### src/rtl/cu_op_sequencer.sv
// Queued command sequencer for the 4-bit ALU/multiplier control unit; optional per-command accumulator under CU_SEQ_ACC_EN.
// Latency: pop one edge after accept, capture SETTLE_CYCLES edges after pop; cmd_ready=0 when FIFO full, rsp_* held until rsp_ready.
module cu_op_sequencer #(
    parameter int QDEPTH        = 2,
    parameter int SETTLE_CYCLES = 1,
    parameter int CNT_W         = 8
) (
    input  logic             clk,
    input  logic             rst_n,
    input  logic             cmd_valid,
    output logic             cmd_ready,
    input  logic [1:0]       cmd_op,
    input  logic [3:0]       cmd_a,
    input  logic [3:0]       cmd_b,
`ifdef CU_SEQ_ACC_EN
    input  logic             cmd_acc,
    output logic [7:0]       acc_value,
`endif
    output logic             rsp_valid,
    input  logic             rsp_ready,
    output logic [7:0]       rsp_res,
    output logic             rsp_zero,
    output logic             rsp_ovf,
    output logic             rsp_cout,
    output logic             cu_ctrl1,
    output logic             cu_ctrl0,
    output logic [3:0]       cu_a,
    output logic [3:0]       cu_b,
    input  logic [3:0]       cu_resl,
    input  logic [3:0]       cu_resh,
    input  logic             cu_zero,
    input  logic             cu_overflow,
    input  logic             cu_cout,
    output logic             busy,
    output logic [CNT_W-1:0] ovf_cnt
);

    localparam int AW = (QDEPTH > 1) ? $clog2(QDEPTH) : 1;
    localparam int CW = $clog2(QDEPTH + 1);
    localparam int SW = $clog2(SETTLE_CYCLES + 1);
`ifdef CU_SEQ_ACC_EN
    localparam int EW = 11;
`else
    localparam int EW = 10;
`endif

    typedef enum logic [1:0] {IDLE, DRIVE, RESP} state_t;

    state_t           state_q, state_d;
    logic [EW-1:0]    mem_q [QDEPTH];
    logic [EW-1:0]    mem_d [QDEPTH];
    logic [AW-1:0]    wr_ptr_q, wr_ptr_d, rd_ptr_q, rd_ptr_d;
    logic [CW-1:0]    count_q, count_d;
    logic [SW-1:0]    cnt_q, cnt_d;
    logic             ctrl1_q, ctrl1_d, ctrl0_q, ctrl0_d;
    logic [3:0]       a_q, a_d, b_q, b_d;
    logic             rsp_valid_q, rsp_valid_d;
    logic [7:0]       rsp_res_q, rsp_res_d;
    logic             rsp_zero_q, rsp_zero_d, rsp_ovf_q, rsp_ovf_d, rsp_cout_q, rsp_cout_d;
    logic [CNT_W-1:0] ovf_cnt_q, ovf_cnt_d;
    logic             empty, full, push, pop, capture;
    logic [EW-1:0]    wr_ent, rd_ent;
`ifdef CU_SEQ_ACC_EN
    logic             acc_flag_q, acc_flag_d;
    logic [7:0]       acc_q, acc_d;
`endif

    assign empty  = (count_q == '0);
    assign full   = (count_q == CW'(QDEPTH));
    assign push   = cmd_valid && !full;
    assign rd_ent = mem_q[rd_ptr_q];
`ifdef CU_SEQ_ACC_EN
    assign wr_ent = {cmd_acc, cmd_op, cmd_a, cmd_b};
`else
    assign wr_ent = {cmd_op, cmd_a, cmd_b};
`endif

    // Command FIFO; the registered count keeps cmd_ready free of any path from pop.
    always_comb begin
        mem_d    = mem_q;
        wr_ptr_d = wr_ptr_q;
        rd_ptr_d = rd_ptr_q;
        if (push) begin
            mem_d[wr_ptr_q] = wr_ent;
            wr_ptr_d        = wr_ptr_q + AW'(1);
        end
        if (pop) begin
            rd_ptr_d = rd_ptr_q + AW'(1);
        end
        count_d = count_q + CW'(push) - CW'(pop);
    end

    always_comb begin
        state_d     = state_q;
        cnt_d       = cnt_q;
        pop         = 1'b0;
        capture     = 1'b0;
        rsp_valid_d = rsp_valid_q;
        case (state_q)
            IDLE: begin
                if (!empty) begin
                    pop = 1'b1;
                end
            end
            DRIVE: begin
                cnt_d = cnt_q + SW'(1);
                if (cnt_q == SW'(SETTLE_CYCLES - 1)) begin
                    capture     = 1'b1;
                    rsp_valid_d = 1'b1;
                    state_d     = RESP;
                end
            end
            RESP: begin
                if (rsp_ready) begin
                    rsp_valid_d = 1'b0;
                    if (!empty) begin
                        pop = 1'b1;
                    end else begin
                        state_d = IDLE;
                    end
                end
            end
            default: state_d = IDLE;
        endcase
        if (pop) begin
            cnt_d   = '0;
            state_d = DRIVE;
        end
    end

    // Operand registers hold their last value while idle; capture copies the datapath verbatim.
    always_comb begin
        ctrl1_d    = ctrl1_q;
        ctrl0_d    = ctrl0_q;
        a_d        = a_q;
        b_d        = b_q;
        rsp_res_d  = rsp_res_q;
        rsp_zero_d = rsp_zero_q;
        rsp_ovf_d  = rsp_ovf_q;
        rsp_cout_d = rsp_cout_q;
        ovf_cnt_d  = ovf_cnt_q;
        if (pop) begin
            {ctrl1_d, ctrl0_d, a_d, b_d} = rd_ent[9:0];
        end
        if (capture) begin
            rsp_res_d  = {cu_resh, cu_resl};
            rsp_zero_d = cu_zero;
            rsp_ovf_d  = cu_overflow;
            rsp_cout_d = cu_cout;
            // Only add/sub (Ctrl1=0) overflows are counted.
            if (!ctrl1_q && cu_overflow && (ovf_cnt_q != {CNT_W{1'b1}})) begin
                ovf_cnt_d = ovf_cnt_q + CNT_W'(1);
            end
        end
    end

`ifdef CU_SEQ_ACC_EN
    always_comb begin
        acc_flag_d = acc_flag_q;
        acc_d      = acc_q;
        if (pop) begin
            acc_flag_d = rd_ent[10];
        end
        if (capture && acc_flag_q) begin
            acc_d = acc_q + {cu_resh, cu_resl};
        end
    end

    always_ff @(posedge clk or negedge rst_n) begin
        if (!rst_n) begin
            acc_flag_q <= 1'b0;
            acc_q      <= '0;
        end else begin
            acc_flag_q <= acc_flag_d;
            acc_q      <= acc_d;
        end
    end

    assign acc_value = acc_q;
`endif

    always_ff @(posedge clk or negedge rst_n) begin
        if (!rst_n) begin
            state_q     <= IDLE;
            mem_q       <= '{default: '0};
            wr_ptr_q    <= '0;
            rd_ptr_q    <= '0;
            count_q     <= '0;
            cnt_q       <= '0;
            ctrl1_q     <= 1'b0;
            ctrl0_q     <= 1'b0;
            a_q         <= '0;
            b_q         <= '0;
            rsp_valid_q <= 1'b0;
            rsp_res_q   <= '0;
            rsp_zero_q  <= 1'b0;
            rsp_ovf_q   <= 1'b0;
            rsp_cout_q  <= 1'b0;
            ovf_cnt_q   <= '0;
        end else begin
            state_q     <= state_d;
            mem_q       <= mem_d;
            wr_ptr_q    <= wr_ptr_d;
            rd_ptr_q    <= rd_ptr_d;
            count_q     <= count_d;
            cnt_q       <= cnt_d;
            ctrl1_q     <= ctrl1_d;
            ctrl0_q     <= ctrl0_d;
            a_q         <= a_d;
            b_q         <= b_d;
            rsp_valid_q <= rsp_valid_d;
            rsp_res_q   <= rsp_res_d;
            rsp_zero_q  <= rsp_zero_d;
            rsp_ovf_q   <= rsp_ovf_d;
            rsp_cout_q  <= rsp_cout_d;
            ovf_cnt_q   <= ovf_cnt_d;
        end
    end

    assign cmd_ready = !full;
    assign rsp_valid = rsp_valid_q;
    assign rsp_res   = rsp_res_q;
    assign rsp_zero  = rsp_zero_q;
    assign rsp_ovf   = rsp_ovf_q;
    assign rsp_cout  = rsp_cout_q;
    assign cu_ctrl1  = ctrl1_q;
    assign cu_ctrl0  = ctrl0_q;
    assign cu_a      = a_q;
    assign cu_b      = b_q;
    assign busy      = (state_q != IDLE) || !empty;
    assign ovf_cnt   = ovf_cnt_q;

endmodule
### config.mk
export PLATFORM = sky130hd
export DESIGN_NAME = cu_op_sequencer
export DESIGN_NICKNAME = d
export VERILOG_FILES = /design/src/rtl/cu_op_sequencer.sv
export SDC_FILE = /design/constraint.sdc
export NUM_CORES = 1
export LEC_CHECK = 0
export CORE_MARGIN = 2
export CORE_UTILIZATION = 40
export DETAILED_ROUTE_END_ITERATION = 6
export HOLD_SLACK_MARGIN = 0.02
export PLACE_DENSITY = 0.69
export SYNTH_ARGS = -nofsm -noshare
export SYNTH_HDL_FRONTEND = slang
export SYNTH_SLANG_ARGS = --single-unit
### constraint.sdc
create_clock -name clk -period 2.3 [get_ports clk]
set_clock_uncertainty 0.2 [all_clocks]
set_input_delay 0.46 -clock clk [delete_from_list [all_inputs] [get_ports clk]]
set_output_delay 0.46 -clock clk [all_outputs]
set_load 0.02 [all_outputs]
==> flow_metrics.env, run 1 <==
export IMPL_cp_start_kind="register"
export IMPL_num_vias=1713
export IMPL_dr_pass1_iters=4
export IMPL_initial_utilization_pct=40.78
export IMPL_synth_edf_count=0
export IMPL_cts_max_path_buffers=2
export IMPL_htreeDepth=3
export IMPL_maxCapViolations=0
export IMPL_placed_cells=337
export IMPL_crit_path_end_kind="output port"
export IMPL_antenna_found_initial=0
export IMPL_antenna_cells=0
export IMPL_ir_worst_vdd_mv=0.6879
export IMPL_path_clk_slew_ns=0.06
export IMPL_drc=0
export IMPL_synth_ff_type="dfrtp_1"
export IMPL_cts_root_buf="clkbuf_8"
export IMPL_drt_initial_drc_count=57
export IMPL_synthesis_area_um2=2386
export IMPL_fp_dieArea_um2=6599
export IMPL_period_minus_slack_ns=2.193
export IMPL_grt_pass1_wl_mm=7.803
export IMPL_tns_ns=0
export IMPL_path_buf_inv=1
export IMPL_crit_type="reg -> out"
export IMPL_final_period_utilization_pct=95.36
export IMPL_synth_cell_type_count=32
export IMPL_yosysWarningCount=0
export IMPL_synth_nets=232
export IMPL_powerDensity_nw_per_um2=1436
export IMPL_synth_most_common_cell="dfrtp_1"
export IMPL_worstPathMaxFanout=3
export IMPL_place_area_um2=3077
export IMPL_max_slew_margin_rel_pct=58.12
export IMPL_final_max_slew_viol_count=0
export IMPL_via_per_inst=4.839
export IMPL_syn_inst=204
export IMPL_grt_ovfl_total=0
export IMPL_slowest_stage="clkdlybuf4s50_1"
export IMPL_clk_insertion_delay_late_ns=0.32
export IMPL_seq_area_frac_synth_pct=59.78
export IMPL_synth_area_top_cells="dfrtp_1 60%, mux2_2 11%, nand2_1 6.0%"
export IMPL_grt_max_degree=28
export IMPL_hp_class="reg -> reg"
export IMPL_ys_top_cells_by_count="57 x dfrtp_1, 38 x nand2_1, 23 x mux2_2"
export IMPL_cp_required_ns=1.64
export IMPL_cts_made_buffers=9
export IMPL_finalWirelength_mm=4.568
export IMPL_nNetsFinal=302
export IMPL_die_y_um=81.24
export IMPL_syn2layout_area_growth_pct=36.76
export IMPL_drtAntennaViolNets=0
export IMPL_synthArstFlopShare_pct=100.0
export IMPL_crit_arrival_ns=1.53
export IMPL_num_rows=28
export IMPL_core_um2=5851
export IMPL_clkSinkCount=57
export IMPL_post_cts_buffers=0
export IMPL_die_w_um=81.24
export IMPL_synth_area_per_cell_um2=11.70
export IMPL_hpwl_mm=3.271
export IMPL_gp_congestion=0.8541
export IMPL_worstMarginPinSlew_ns=0.6282
export IMPL_path_cells="nor2_1, nand3_1, clkdlybuf4s50_1"
export IMPL_ys_ff_latch=57
export IMPL_leakagePower_nw=1.446
export IMPL_hold_violations=0
export IMPL_drive_above_1_share_pct=19.71
export IMPL_synth_top_cell_area_share_pct=59.78
export IMPL_grt_pass1_vias=1696
export IMPL_rsz0062_at_grt="false"
export IMPL_final_area_um2=3263
export IMPL_instances_no_fill=354
export IMPL_tritoncts="yes"
export IMPL_wire_per_inst_um=12.90
export IMPL_max_freq_mhz=455.9
export IMPL_numPortBuffers=56
export IMPL_finalSetupViolCount=0
export IMPL_grt_usage_pct=15.96
export IMPL_status="complete, no violations"
export IMPL_critical_path_top_delay_family="buffers and inverters"
export IMPL_io_pins=57
export IMPL_synth_top_area_cell="dfrtp_1"
export IMPL_critPathMaxStageDelay_ns=0.54
## cells in the final DEF (no fill, tap or decap), types with 4 or more instances in the layout
| cell | count |
|---|---|
| dfrtp_1 | 55 |
| clkdlybuf4s50_1 | 55 |
| nand2_1 | 38 |
| mux2_2 | 23 |
| nor2_1 | 15 |
| a21oi_1 | 12 |
| clkbuf_8 | 11 |
| mux2i_1 | 10 |
| buf_4 | 8 |
| nand3_1 | 6 |
| xnor2_1 | 5 |
| nand4_1 | 4 |
## kinds of logic after synthesis
group                      Yosys count  synth area share, %
xor gates and xnor gates             6                2.202
and+or+nand+nor                     76                14.63
buffers and inverters                9                1.468
AOI/OAI and AO/OA                   19                4.668
DFF                                 57                59.78
muxes                               34                15.68
adders and majority gates            3                1.573
## registers in the layout, indices dropped and copies added (netlist names)
name       flops
cnt_q          1
cu_a           4
wr_ptr_q       1
rsp_zero       1
rsp_cout       1
rsp_valid      1
rd_ptr_q       1
ovf_cnt        8
rsp_res        8
cu_ctrl1       1
cu_ctrl0       1
cu_b           4
rsp_ovf        1
state_q        2
mem_q         20
count_q        2
## report_power, final
group / switching (mW) / internal [mW]
clock: 0.355 / 0.444
sequential: 0.352 / 1.49
combinational: 0.993 / 1.05
total: 1.70 / 2.99
## tightest hold or removal path, stage by stage (launching register included)
cell and delay, ns:
dfrtp_1 0.34, nand2_1 0.05, nand2_1 0.05
## routing by layer
layer  up-vias  GRT usage (%)  wire length (um)
met1       818          20.09              2101
met4         0          5.085                39
met3         4          6.222               306
li1        838              -                 -
met5         -              0                 0
met2        53          25.37              2120
## stage by stage
stage / worst slack [ns] / total power, mW / utilization (%) / hold slack (ns)
after detailed placement: 0.08657 / 3.935 / 52.59 / 0.1116
after CTS: 0.04776 / 4.764 / 55.73 / 0.2762
after global placement: 0.1137 / 3.873 / 52.59 / 0.1114
after floorplan: 0.01893 / 3.079 / - / -0.03559
after global routing: 0.01598 / 5.067 / 55.77 / 0.2970
final: 0.1067 / 4.685 / 55.77 / 0.2712
## cell type report
cell class	count	area, um^2
fill	524	2587
sequential	57	1429
tap	75	93.84
multi-input combinational	138	929.6
clock buffer	13	158.9
timing repair buffer	65	625.6
inverter	3	11.26
clock inverter	3	15.01
## path summary, 6_finish.rpt
| path | start | endpoint | slack (ns) | cells past startpoint |
|---|---|---|---|---|
| setup / recovery | count_q[1] | busy | 0.11 | 3 |
| hold / removal | rsp_res[6] | rsp_res[6] | 0.27 | 2 |
| setup reg to reg | ovf_cnt[0] | ovf_cnt[1] | 0.38 | 5 |
| hold reg to reg | rsp_res[6] | rsp_res[6] | 0.27 | 2 |
| max in group asynchronous | rst_n | cu_a[0] | 1.01 | 3 |
| min in group asynchronous | rst_n | rsp_res[5] | 0.31 | 2 |
## repair_timing
action                                  4_1_cts  5_1_grt
endpoints found under the hold margin         6        0
endpoints found under the setup margin        0        1
resized for setup                             0        2
hold buffers                                  1        0
(Power assumes the default switching activity.)
==> run 2, diff against run 1 <==
Settings changed: PLACE_DENSITY 0.69 to unset, PLACE_DENSITY_LB_ADDON set to 0.3.
==> run 2 against run 1 <==
  * Wire length rose by 4.5%
  * Count of clock-buffer cells in the layout rose by 1
  * Via count rose by 1.2%
  * Clock power rose by 30%
  * Largest cell class unchanged
  * Highest routed layer unchanged
==> flow_metrics.env, run 2 (synthesized netlist as in run 1, its figures left out) <==
export IMPL_status="complete, no violations"
export IMPL_die_w_um=81.24
export IMPL_grt_pass1_vias=1744
export IMPL_worstPathMaxFanout=3
export IMPL_final_max_slew_viol_count=0
export IMPL_crit_path_end_kind="output port"
export IMPL_cp_startpoint="count_q[1]"
export IMPL_layout_commonest_cell="dfrtp_1"
export IMPL_rsz0062_at_grt="false"
export IMPL_clk_insertion_delay_late_ns=0.32
export IMPL_finalSetupViolCount=0
export IMPL_drive_above_1_share_pct=18.64
export IMPL_hold_violations=0
export IMPL_via_per_inst=4.895
export IMPL_wire_per_inst_um=13.48
export IMPL_drc=0
export IMPL_die_y_um=81.24
export IMPL_largest_reg_flops=20
export IMPL_place_area_um2=3089
export IMPL_period_minus_slack_ns=2.233
export IMPL_rr_startpoint="ovf_cnt[0]"
export IMPL_reg2reg_to="ovf_cnt[1]"
export IMPL_top_register="mem_q"
export IMPL_n_fill_cell=526
export IMPL_slowest_stage="clkdlybuf4s50_1"
export IMPL_antenna_cells=0
export IMPL_drtAntennaViolNets=0
export IMPL_grt_ovfl_total=0
export IMPL_antenna_found_initial=0
export IMPL_p_sw_share_pct=34.84
export IMPL_num_vias=1733
export IMPL_worstHoldStart="rsp_res[1]"
export IMPL_path_cells="nor2_1, nand3_1, clkdlybuf4s50_1"
export IMPL_p_seq_share_pct=37.4
export IMPL_critPathMaxStageDelay_ns=0.56
export IMPL_tritoncts="yes"
export IMPL_grt_max_degree=26
export IMPL_cts_max_path_buffers=2
export IMPL_cp_start_kind="register"
export IMPL_final_period_utilization_pct=97.08
export IMPL_numPortBuffers=56
export IMPL_regArea_um2=1426
export IMPL_dr_pass1_iters=4
export IMPL_crit_type="reg -> out"
export IMPL_final_area_um2=3322
export IMPL_combPwrFrac_pct=41.5
export IMPL_hpwl_mm=3.334
export IMPL_gp_congestion=0.7366
export IMPL_cts_root_buf="clkbuf_8"
export IMPL_worstMarginPinSlew_ns=0.5850
export IMPL_core_um2=5851
export IMPL_cp_required_ns=1.64
export IMPL_p_clk_share_pct=21.1
export IMPL_ir_worst_vdd_mv=0.7255
export IMPL_crit_end="busy"
export IMPL_path_clk_slew_ns=0.06
export IMPL_grt_pass1_wl_mm=7.817
export IMPL_clkSinkCount=57
export IMPL_mostFrequentLayoutCells="57 x dfrtp_1, 55 x clkdlybuf4s50_1, 38 x nand2_1, 23 x mux2_2, 15 x nor2_1"
export IMPL_max_freq_mhz=447.9
export IMPL_htreeDepth=3
export IMPL_finalWirelength_mm=4.773
export IMPL_powerDensity_nw_per_um2=1483
export IMPL_drt_initial_drc_count=41
export IMPL_maxCapViolations=0
export IMPL_max_slew_margin_rel_pct=61.00
export IMPL_num_rows=28
export IMPL_r2r_cells=5
export IMPL_io_pins=57
export IMPL_fp_dieArea_um2=6599
export IMPL_multiInputGateArea_um2=929.6
export IMPL_total_power_mw=4.928
export IMPL_p_sw_mw=1.717
export IMPL_leakagePower_nw=1.471
export IMPL_tns_ns=0
export IMPL_cts_made_buffers=9
export IMPL_syn2layout_area_growth_pct=39.22
export IMPL_grt_usage_pct=15.91
export IMPL_p_int_mw=3.211
export IMPL_initial_utilization_pct=40.78
export IMPL_nNetsFinal=302
export IMPL_crit_arrival_ns=1.57
export IMPL_reg2reg_slack_ns=0.39
export IMPL_hp_class="reg -> reg"
-- run 2: cell type report --
type,count,area share [%]
Sequential cell,57,42.94
Inverter,3,0.3390
Tap cell,75,2.825
Multi-Input combinational cell,138,27.98
Timing Repair Buffer,65,19.21
Clock buffer,14,4.896
Clock inverter,2,1.808
-- run 2: what timing repair did --
| action | 4_1_cts | 5_1_grt |
|---|---|---|
| gates resized for setup | 0 | 0 |
| buffers inserted | 0 | 0 |
| endpoints found under the hold margin | 20 | 0 |
| hold buffers | 1 | 0 |
-- run 2: worst min path at each step --
stage	endpoint	slack [ns]	cells after the start
6_report	rsp_res[1]	0.27	2
5_1_grt	rsp_res[0]	0.30	2
4_1_cts	rsp_res[3]	0.28	2
3_5_place_dp	rsp_res[3]	0.26	1
3_3_place_gp	rsp_res[1]	0.26	2
2_1_floorplan	cnt_q	-0.04	0
-- run 2: worst max-delay path, delay by kind of cell, from the launching register on --
| family | cells | cell delay (ns) |
|---|---|---|
| simple gates | 2 | 0.28 |
| flops | 1 | 0.41 |
| buf+inv | 1 | 0.56 |
-- run 2: metal layers --
layer  vias up  part of all wire [%]  global-route usage (%)
met1       843                    44                   18.03
met2        47                    49                   27.60
met5         -                     0                       0
met3         8                   5.7                   4.444
li1        835                     -                       -
met4         0                   1.6                   7.627
-- run 2: power groups by stage --
stage	registers (mW)	logic [mW]	clock network [mW]
floorplan	2.03	1.05	0
global placement	1.84	2.03	0
detailed placement	1.86	2.08	0
CTS	1.85	2.09	1.07
global route	1.91	2.27	1.11
finish	1.84	2.05	1.04
-- run 2: stage by stage --
stage	hold WS, ns	utilization (%)	cells	setup WS, ns
final	0.2747	56.78	354	0.06723
after global routing	0.3027	56.78	354	0.005014
after CTS	0.2798	56.78	354	0.05206
after detailed placement	0.2630	52.80	337	0.08620
after global placement	0.2573	52.80	337	0.1107
after floorplan	-0.03559	-	204	0.01893
==> run 3, diff against run 2 <==
Settings changed: DONT_BUFFER_PORTS set to 1.
==> run 3 against run 2 <==
  * Worst setup slack improved by 0.26 ns
  * Utilization fell by 8.0 points
  * Wire length fell by 1.2%
  * Flip-flop and latch count did not move
  * Register-to-register slack got worse by 0.06 ns
  * Power fell by 12%
  * First-iteration DRC count rose by 17%
  * Sequential power rose by 15%
  * Worst hold slack got worse by 0.22 ns
  * Critical path type is now reg -> reg
==> flow_metrics.env, run 3 (synthesized netlist as in run 1, its figures left out) <==
export IMPL_grt_max_degree=58
export IMPL_tns_ns=0
export IMPL_status="complete, no violations"
export IMPL_final_period_utilization_pct=85.61
export IMPL_clk_insertion_delay_late_ns=0.33
export IMPL_r2r_cells=7
export IMPL_syn2layout_area_growth_pct=19.61
export IMPL_num_rows=28
export IMPL_cts_root_buf="clkbuf_8"
export IMPL_antenna_found_initial=0
export IMPL_max_freq_mhz=507.9
export IMPL_hpwl_mm=3.057
export IMPL_hp_class="in -> reg"
export IMPL_cp_required_ns=2.35
export IMPL_whs_path_depth=2
export IMPL_max_slew_margin_rel_pct=59.42
export IMPL_worst_hold_slack_ns=0.05000
export IMPL_antenna_cells=0
export IMPL_gp_congestion=0.7532
export IMPL_drtAntennaViolNets=0
export IMPL_place_area_um2=2514
export IMPL_die_y_um=81.24
export IMPL_cp_start_kind="register"
export IMPL_drt_initial_drc_count=48
export IMPL_ir_worst_vdd_mv=0.6515
export IMPL_dp_slack_ns=0.3521
export IMPL_nNetsFinal=257
export IMPL_wire_per_inst_um=15.26
export IMPL_numPortBuffers=0
export IMPL_fp_dieArea_um2=6599
export IMPL_mostFrequentLayoutCells="57 x dfrtp_1, 38 x nand2_1, 23 x mux2_2, 15 x nor2_1, 13 x clkbuf_8"
export IMPL_final_max_slew_viol_count=0
export IMPL_total_power_mw=4.325
export IMPL_drive_above_1_share_pct=22.65
export IMPL_period_minus_slack_ns=1.969
export IMPL_core_um2=5851
export IMPL_final_setup_worst_slack_ns=0.3310
export IMPL_htreeDepth=3
export IMPL_crit_type="reg -> reg"
export IMPL_maxCapViolations=0
export IMPL_largest_reg_flops=20
export IMPL_finalSetupViolCount=0
export IMPL_dr_pass1_iters=4
export IMPL_rsz0062_at_grt="false"
export IMPL_finalWirelength_mm=4.715
export IMPL_n_fill_cell=522
export IMPL_clkSinkCount=57
export IMPL_cts_made_buffers=9
export IMPL_layout_commonest_cell="dfrtp_1"
export IMPL_num_vias=1559
export IMPL_powerDensity_nw_per_um2=1516
export IMPL_path_clk_slew_ns=0.06
export IMPL_io_pins=57
export IMPL_crit_path_end_kind="register"
export IMPL_hold_violations=0
export IMPL_die_w_um=81.24
export IMPL_grt_pass1_wl_mm=7.638
export IMPL_cts_max_path_buffers=2
export IMPL_grt_pass1_vias=1615
export IMPL_final_area_um2=2854
export IMPL_crit_arrival_ns=2.02
export IMPL_initial_utilization_pct=40.78
export IMPL_drc=0
export IMPL_grt_usage_pct=15.98
export IMPL_tritoncts="yes"
export IMPL_worstMarginPinSlew_ns=0.6086
export IMPL_grt_ovfl_total=0
export IMPL_worstPathMaxFanout=3
export IMPL_leakagePower_nw=1.296
export IMPL_via_per_inst=5.045
export IMPL_top_register="mem_q"
-- run 3: report_power, final --
group          leakage (nW)  internal [mW]  switching [mW]
Sequential            0.683           1.49           0.626
Combinational         0.511          0.654           0.686
Clock                 0.102          0.505           0.367
-- run 3: area by class of cell --
cell class / count / area, um^2 / area share, %
clock buffer: 14 / 182.7 / 6.401
timing repair buffer: 20 / 200.2 / 7.014
inverter: 3 / 11.26 / 0.3946
multi-input combinational: 138 / 929.6 / 32.57
tap: 75 / 93.84 / 3.288
sequential: 57 / 1426 / 49.98
clock inverter: 2 / 10.01 / 0.3507
-- run 3: final timing paths --
kind / start / slack [ns] / endpoint
max: count_q[0] / 0.33 / count_q[1]
min: cu_resh[2] / 0.05 / rsp_res[6]
max reg2reg: count_q[0] / 0.33 / count_q[1]
min reg2reg: mem_q[12] / 0.30 / mem_q[12]
max in group asynchronous: rst_n / 1.20 / rsp_res[2]
min in group asynchronous: rst_n / 0.44 / rsp_res[1]
-- run 3: per-stage QoR --
step	utilization [%]	cells
finish	48.78	309
global route	48.78	309
floorplan	-	204
CTS	48.78	309
detailed placement	42.96	280
global placement	42.96	280
-- run 3: metal layers --
metal	wire (um)	share of wire (%)	GRT usage, %
met1	1995	42	17.44
met2	2244	48	25.95
met3	396	8.4	6.889
met4	79	1.7	9.153
met5	0	0	0
-- run 3: timing repair --
item                                   4_1_cts  5_1_grt
buffers inserted                             0        0
hold buffers                                13        0
resized for setup                            0        0
endpoints found under the hold margin       68        0
-- run 3: worst max-delay path, stage by stage (launching register included) --
cell	delay, ns
dfrtp_1	0.37
nand2b_1	0.28
nand2_1	0.18
ha_1	0.31
inv_1	0.04
ha_1	0.17
xnor2_1	0.19
xnor2_1	0.16
